`src/rtl/rename_sched.sv`:
```
// Rename-stage sequencer: an issue queue gated by a shadow free-register count, and a release queue feeding rename's retire port.
// Optional macro RENAME_SCHED_PERF_EN adds the stall_cycles counter output.
module rename_sched #(
    parameter int NUM_PHYS_REGS = 64,
    parameter int NUM_ARCH_REGS = 32,
    parameter int IQ_DEPTH      = 4,
    parameter int RQ_DEPTH      = 8
) (
    input  logic       clk,
    input  logic       reset_n,
    input  logic       dec_valid,
    output logic       dec_ready,
    input  logic [4:0] dec_rs1,
    input  logic [4:0] dec_rs2,
    input  logic [4:0] dec_rd,
    output logic       ren_issue_valid,
    output logic [4:0] ren_rs1,
    output logic [4:0] ren_rs2,
    output logic [4:0] ren_rd,
    input  logic       ren_free_list_empty,
    input  logic       rob_ret0_valid,
    input  logic       rob_ret1_valid,
    input  logic [5:0] rob_ret0_preg,
    input  logic [5:0] rob_ret1_preg,
    output logic       ren_retire_valid,
    output logic [5:0] ren_retire_phys_reg,
    output logic [6:0] free_count,
    output logic [2:0] iq_count,
    output logic       stall,
    output logic       err
`ifdef RENAME_SCHED_PERF_EN
    ,
    output logic [15:0] stall_cycles
`endif
);

    localparam int IQ_AW = $clog2(IQ_DEPTH);
    localparam int RQ_AW = $clog2(RQ_DEPTH);

    typedef logic [IQ_AW-1:0] iq_ptr_t;
    typedef logic [RQ_AW-1:0] rq_ptr_t;
    typedef logic [RQ_AW:0]   rq_cnt_t;

    localparam logic [2:0] IQ_FULL   = 3'(IQ_DEPTH);
    localparam rq_cnt_t    RQ_FULL   = rq_cnt_t'(RQ_DEPTH);
    localparam logic [6:0] FREE_MAX  = 7'(NUM_PHYS_REGS);
    localparam logic [6:0] FREE_INIT = 7'(NUM_PHYS_REGS - NUM_ARCH_REGS);

    typedef enum logic {RUN = 1'b0, STALL = 1'b1} state_t;
    state_t state;

    logic [4:0] iq_rs1 [IQ_DEPTH];
    logic [4:0] iq_rs2 [IQ_DEPTH];
    logic [4:0] iq_rd  [IQ_DEPTH];
    iq_ptr_t    iq_head, iq_tail;

    logic [5:0] rq_tag [RQ_DEPTH];
    rq_ptr_t    rq_head, rq_tail;
    rq_cnt_t    rq_count, rq_room;

    logic       iq_push, iq_pop, rq_pop;
    logic       wr_a_en, wr_b_en, rq_drop, fc_sat;
    logic [5:0] wr_a_tag;
    logic [1:0] rq_push_n;
    logic [6:0] fc_next;

    assign dec_ready           = (iq_count != IQ_FULL);
    assign ren_issue_valid     = (iq_count != '0) && (free_count != '0) && (state == RUN);
    assign ren_retire_valid    = (rq_count != '0);
    assign stall               = (state == STALL);
    assign ren_rs1             = iq_rs1[iq_head];
    assign ren_rs2             = iq_rs2[iq_head];
    assign ren_rd              = iq_rd[iq_head];
    assign ren_retire_phys_reg = rq_tag[rq_head];

    assign iq_push = dec_valid && dec_ready;
    assign iq_pop  = ren_issue_valid;
    assign rq_pop  = ren_retire_valid;

    // Room is judged on registered occupancy only, so a same-cycle pop never makes space for a release.
    always_comb begin
        rq_room  = RQ_FULL - rq_count;
        wr_a_en  = 1'b0;
        wr_b_en  = 1'b0;
        wr_a_tag = rob_ret0_preg;
        rq_drop  = 1'b0;
        if (rob_ret0_valid && rob_ret1_valid) begin
            wr_a_en = (rq_room != '0);
            wr_b_en = (rq_room > rq_cnt_t'(1));
            rq_drop = (rq_room < rq_cnt_t'(2));
        end else if (rob_ret0_valid) begin
            wr_a_en = (rq_room != '0);
            rq_drop = (rq_room == '0);
        end else if (rob_ret1_valid) begin
            wr_a_en  = (rq_room != '0);
            wr_a_tag = rob_ret1_preg;
            rq_drop  = (rq_room == '0);
        end
        rq_push_n = {1'b0, wr_a_en} + {1'b0, wr_b_en};
    end

    always_comb begin
        fc_next = free_count;
        fc_sat  = 1'b0;
        if (rq_pop && !iq_pop) begin
            if (free_count == FREE_MAX) begin
                fc_sat = 1'b1;
            end else begin
                fc_next = free_count + 7'd1;
            end
        end else if (!rq_pop && iq_pop) begin
            fc_next = free_count - 7'd1;
        end
    end

    always_ff @(posedge clk) begin
        if (!reset_n) begin
            iq_head    <= '0;
            iq_tail    <= '0;
            iq_count   <= '0;
            rq_head    <= '0;
            rq_tail    <= '0;
            rq_count   <= '0;
            free_count <= FREE_INIT;
            state      <= RUN;
            err        <= 1'b0;
        end else begin
            if (iq_push) iq_tail <= iq_tail + iq_ptr_t'(1);
            if (iq_pop)  iq_head <= iq_head + iq_ptr_t'(1);
            iq_count <= iq_count + {2'b0, iq_push} - {2'b0, iq_pop};

            rq_tail  <= rq_tail + rq_ptr_t'(rq_push_n);
            if (rq_pop) rq_head <= rq_head + rq_ptr_t'(1);
            rq_count <= rq_count + rq_cnt_t'(rq_push_n) - rq_cnt_t'(rq_pop);

            free_count <= fc_next;
            case (state)
                RUN:     if (fc_next == '0) state <= STALL;
                STALL:   if (fc_next != '0) state <= RUN;
                default: state <= RUN;
            endcase

            if (rq_drop || fc_sat || (ren_free_list_empty && ren_issue_valid)) err <= 1'b1;
        end
    end

    // Queue payloads need no reset; the pointers alone define which entries are live.
    always_ff @(posedge clk) begin
        if (reset_n && iq_push) begin
            iq_rs1[iq_tail] <= dec_rs1;
            iq_rs2[iq_tail] <= dec_rs2;
            iq_rd[iq_tail]  <= dec_rd;
        end
        if (reset_n && wr_a_en) rq_tag[rq_tail] <= wr_a_tag;
        if (reset_n && wr_b_en) rq_tag[rq_tail + rq_ptr_t'(1)] <= rob_ret1_preg;
    end

`ifdef RENAME_SCHED_PERF_EN
    always_ff @(posedge clk) begin
        if (!reset_n) begin
            stall_cycles <= '0;
        end else if ((iq_count != '0) && (state == STALL) && (stall_cycles != 16'hFFFF)) begin
            stall_cycles <= stall_cycles + 16'd1;
        end
    end
`endif

endmodule
```
`config.mk`:
```
export PLATFORM = sky130hd
export DESIGN_NAME = rename_sched
export DESIGN_NICKNAME = d
export VERILOG_FILES = /design/src/rtl/rename_sched.sv
export SDC_FILE = /design/constraint.sdc
export NUM_CORES = 1
export LEC_CHECK = 0
export ABC_AREA = 1
export BUFFER_PORTS_ARGS = -buffer_cell sky130_fd_sc_hd__buf_2
export CAP_MARGIN = 40
export CORE_ASPECT_RATIO = 0.5
export CORE_MARGIN = 2
export CORE_UTILIZATION = 50
export CTS_CLUSTER_DIAMETER = 120
export DETAILED_ROUTE_END_ITERATION = 10
export PLACE_DENSITY = 0.67
export REMOVE_ABC_BUFFERS = 1
export SETUP_SLACK_MARGIN = 0.02
export SKIP_LAST_GASP = 1
export SLEW_MARGIN = 20
export SYNTH_ARGS = -nofsm -noshare
export SYNTH_HDL_FRONTEND = slang
export SYNTH_SLANG_ARGS = --single-unit
```
`constraint.sdc`:
```
create_clock -name clk -period 3.28 [get_ports clk]
set_input_delay 0.492 -clock clk [delete_from_list [all_inputs] [get_ports clk]]
set_output_delay 0.492 -clock clk [all_outputs]
set_load 0.005 [all_outputs]
```
==> impl_metrics.toml <==
[outcome]
outcome = "finished, final reports clean"

[drt]
drcViolationCount = 0
drt-total-wl_microns = 15250
vias = 5137
ant_nets = 0
wl_per_cell_microns = 15.78
drt_iter0_markers = 393
drtPass1Iterations = 5
vias_per_cell = 5.318

[pwr]
p_seq_frac = 0.341
swShare = 0.3904
vdd_drop_max_uv = 487.9
p_comb_frac = 0.382
switchingPower_mw = 2.733
power_density_nw_per_um2 = 885.2
power_mw = 7.000
p_leak_nw = 3.235
p_int_mw = 4.267
clkPwrFrac = 0.277

[grt]
use_met1 = 0.2939
grt_use_met3 = 0.04201
grt.total_usage = 0.2175
grt_pass1_wl_microns = 24260
antenna_found_initial = 0
grt_busiest_layer = "met2"
grt_max_degree = 32
overflow = 0
met2_usage = 0.3621
grt_pass1_vias = 4832

[logic_synthesis]
yosys_warnings = 0
ys_ff_latch = 139
synth-edff-count = 108
synth.distinct_cells = 35
ys_seq_area_frac = 0.5675
yosysTopAreaCellShare = 0.4764
synth_cells = 703
yosysTopAreaCell = "edfxtp_1"
netlist_area_sq_um = 6808
async_flop_share = 0
postSynthAreaPerCell_sq_um = 9.684
ys.flop_type = "edfxtp_1"
synthTopCellsByArea = "edfxtp_1, dfxtp_1, nand2_1, nor2_1, o21ai_0"

[final_layout]
antenna_cells = 0
multi_input_area_sq_um = 2515
finalNetCount = 833
mostFrequentLayoutCell = "nand2_1"
fill_cells = 1158
regArea_sq_um = 3864
fin_area_sq_um = 7908
instances_no_fill = 966
layout-drive-gt1-share = 0.1823
layout_common_cells = "nand2_1, edfxtp_1, nor2_1, buf_2, o21ai_0"
area_delta_synth_final_pct = 16.16

[critical_path]
cp_max_fo = 9
crit_path_start = "rq_count[0]"
max_stage_delay_ns = 0.38
cp-end-kind = "flip-flop"
slowest_stage = "fa_1"
crit_chain = "inv_1, ha_1, xor2_1, nand3_2, a21oi_4, nor2_8, ha_1, inv_1, ha_1, inv_1, ha_1, fa_1, xnor2_1, nor2_1"
crit_required_ns = 3.58
crit_type = "flip-flop to flip-flop"
reg2reg_from = "rq_count[0]"
startpoint_type = "flip-flop"
crit_path_frequent_cell = "ha_1"
arrival_ns = 3.17

[timing]
slew_viol_final = 0
rsz0062_at_grt = "no"
timing.final.hold_violations = 0
tns_ns = 0
finalSetupViolations = 0
max_slew_margin = 0.5091
worst_pin_slew_ns = 0.7301
fin_skew_ns = 0.009970
fmax_mhz = 348.7
setup_slack_ns = 0.4118
period_needed_ns = 2.868
period_share = 0.8744

[clock_network]
cts_root_buf = "clkbuf_16"
clkSinkCount = 139
cts_htree_levels = 4
cts_tree = "done"
clk_latency_ns = 0.42
cts_buffer_depth = 2
holdBufCountCts = 0
clkTransAtPathRegs_ns = 0.07
cts_buffers = 17
cts_resized = 0
cts_setup_buffers = 0

[floorplanning]
fp.dieH_microns = 86.51
fp.dieW_microns = 169.0
die_area_sq_um = 14620
ios = 69
start_util = 0.5066
placement_rows = 30
core_sq_um = 13440

[place]
dp_slack_ns = 0.3934
gp_congestion = 0.8444
placed_area_sq_um = 7297
port_buffers = 68
placed_cells = 933
post-dp-hpwl_microns = 9781

[job]
maxCapViolCount = 0

[hold_path]
hp-start = "dec_rs2[2]"
min_path_type = "input pin to flip-flop"
[state kept, by name, indices dropped and copies added, names as in the netlist, 3 cells and up, named ones only]
name / count
rq_tag: 48
iq_rd: 20
iq_rs1: 20
iq_rs2: 20
free_count: 7
rq_count: 4
iq_count: 3
rq_head: 3
rq_tail: 3
[kinds of logic (layout without fill, tap and decap cells)]
logic type                 after synthesis  in the layout  synth area share
and+or+nand+nor                        264            264            0.1684
AOI/OAI and AO/OA                      176            176            0.1439
DFF                                    139            139            0.5675
buffers and inverters                   92            179           0.06304
adders and majority gates               23             23           0.04558
xor gates and xnor gates                 9              9           0.01158
[power by group through the flow]
stage	sequential [mW]	clock [mW]	combinational, mW
floorplan	2.43	0	1.75
global placement	2.42	0	2.58
detailed placement	2.43	0	2.66
CTS	2.39	1.97	2.68
global route	2.42	2.05	3.06
finish	2.39	1.94	2.67
[metrics by stage]
stage | hold slack [ns] | utilization
floorplan | 0.4356 | -
global placement | 0.4518 | 0.5426
detailed placement | 0.4656 | 0.5430
CTS | 0.2715 | 0.5876
global route | 0.2751 | 0.5885
finish | 0.2782 | 0.5885
[layer usage]
| metal | up-vias | wire length (microns) |
|---|---|---|
| met4 | 0 | 112 |
| met1 | 2368 | 7151 |
| li1 | 2586 | - |
| met2 | 168 | 7093 |
| met5 | - | 0 |
| met3 | 15 | 891 |
[path summary, 6_finish.rpt]
path	depth (start not counted)	slack [ns]	endpoint
worst max-delay path	14	0.41	rq_count[2]
worst min-delay path	1	0.28	iq_rs2[3][2]
worst max register to register	14	0.41	rq_count[2]
worst min register to register	2	0.48	flip-flop
[critical path, delay by kind of cell, from the launching register on]
family          cells  cell delay (ns)
compound gates      1             0.19
buf+inv             3             0.18
flops               1             0.37
xor+xnor            2             0.33
fa+ha+maj           5             1.41
simple gates        3             0.27
[cells in the mapped netlist (all sizes together) (6+ instances only)]
cell and instances:
ha 20, inv 60, nand2 115, nor2 110
dfxtp 31, nand3 27, nand4 6, o21ai 117
a31oi 7, edfxtp 108, o31ai 8, xor2 6
a21oi 20, buf 12, o22ai 22, clkbuf 20
[area by class of cell]
| class | count | area share |
|---|---|---|
| Tap cell | 176 | 0.02785 |
| Clock buffer | 17 | 0.05380 |
| Multi-Input combinational cell | 472 | 0.3180 |
| Sequential cell | 139 | 0.4886 |
| Timing Repair Buffer | 87 | 0.06123 |
| Clock inverter | 15 | 0.02199 |
| Inverter | 60 | 0.02848 |
Power figures use the tool's default switching activity.
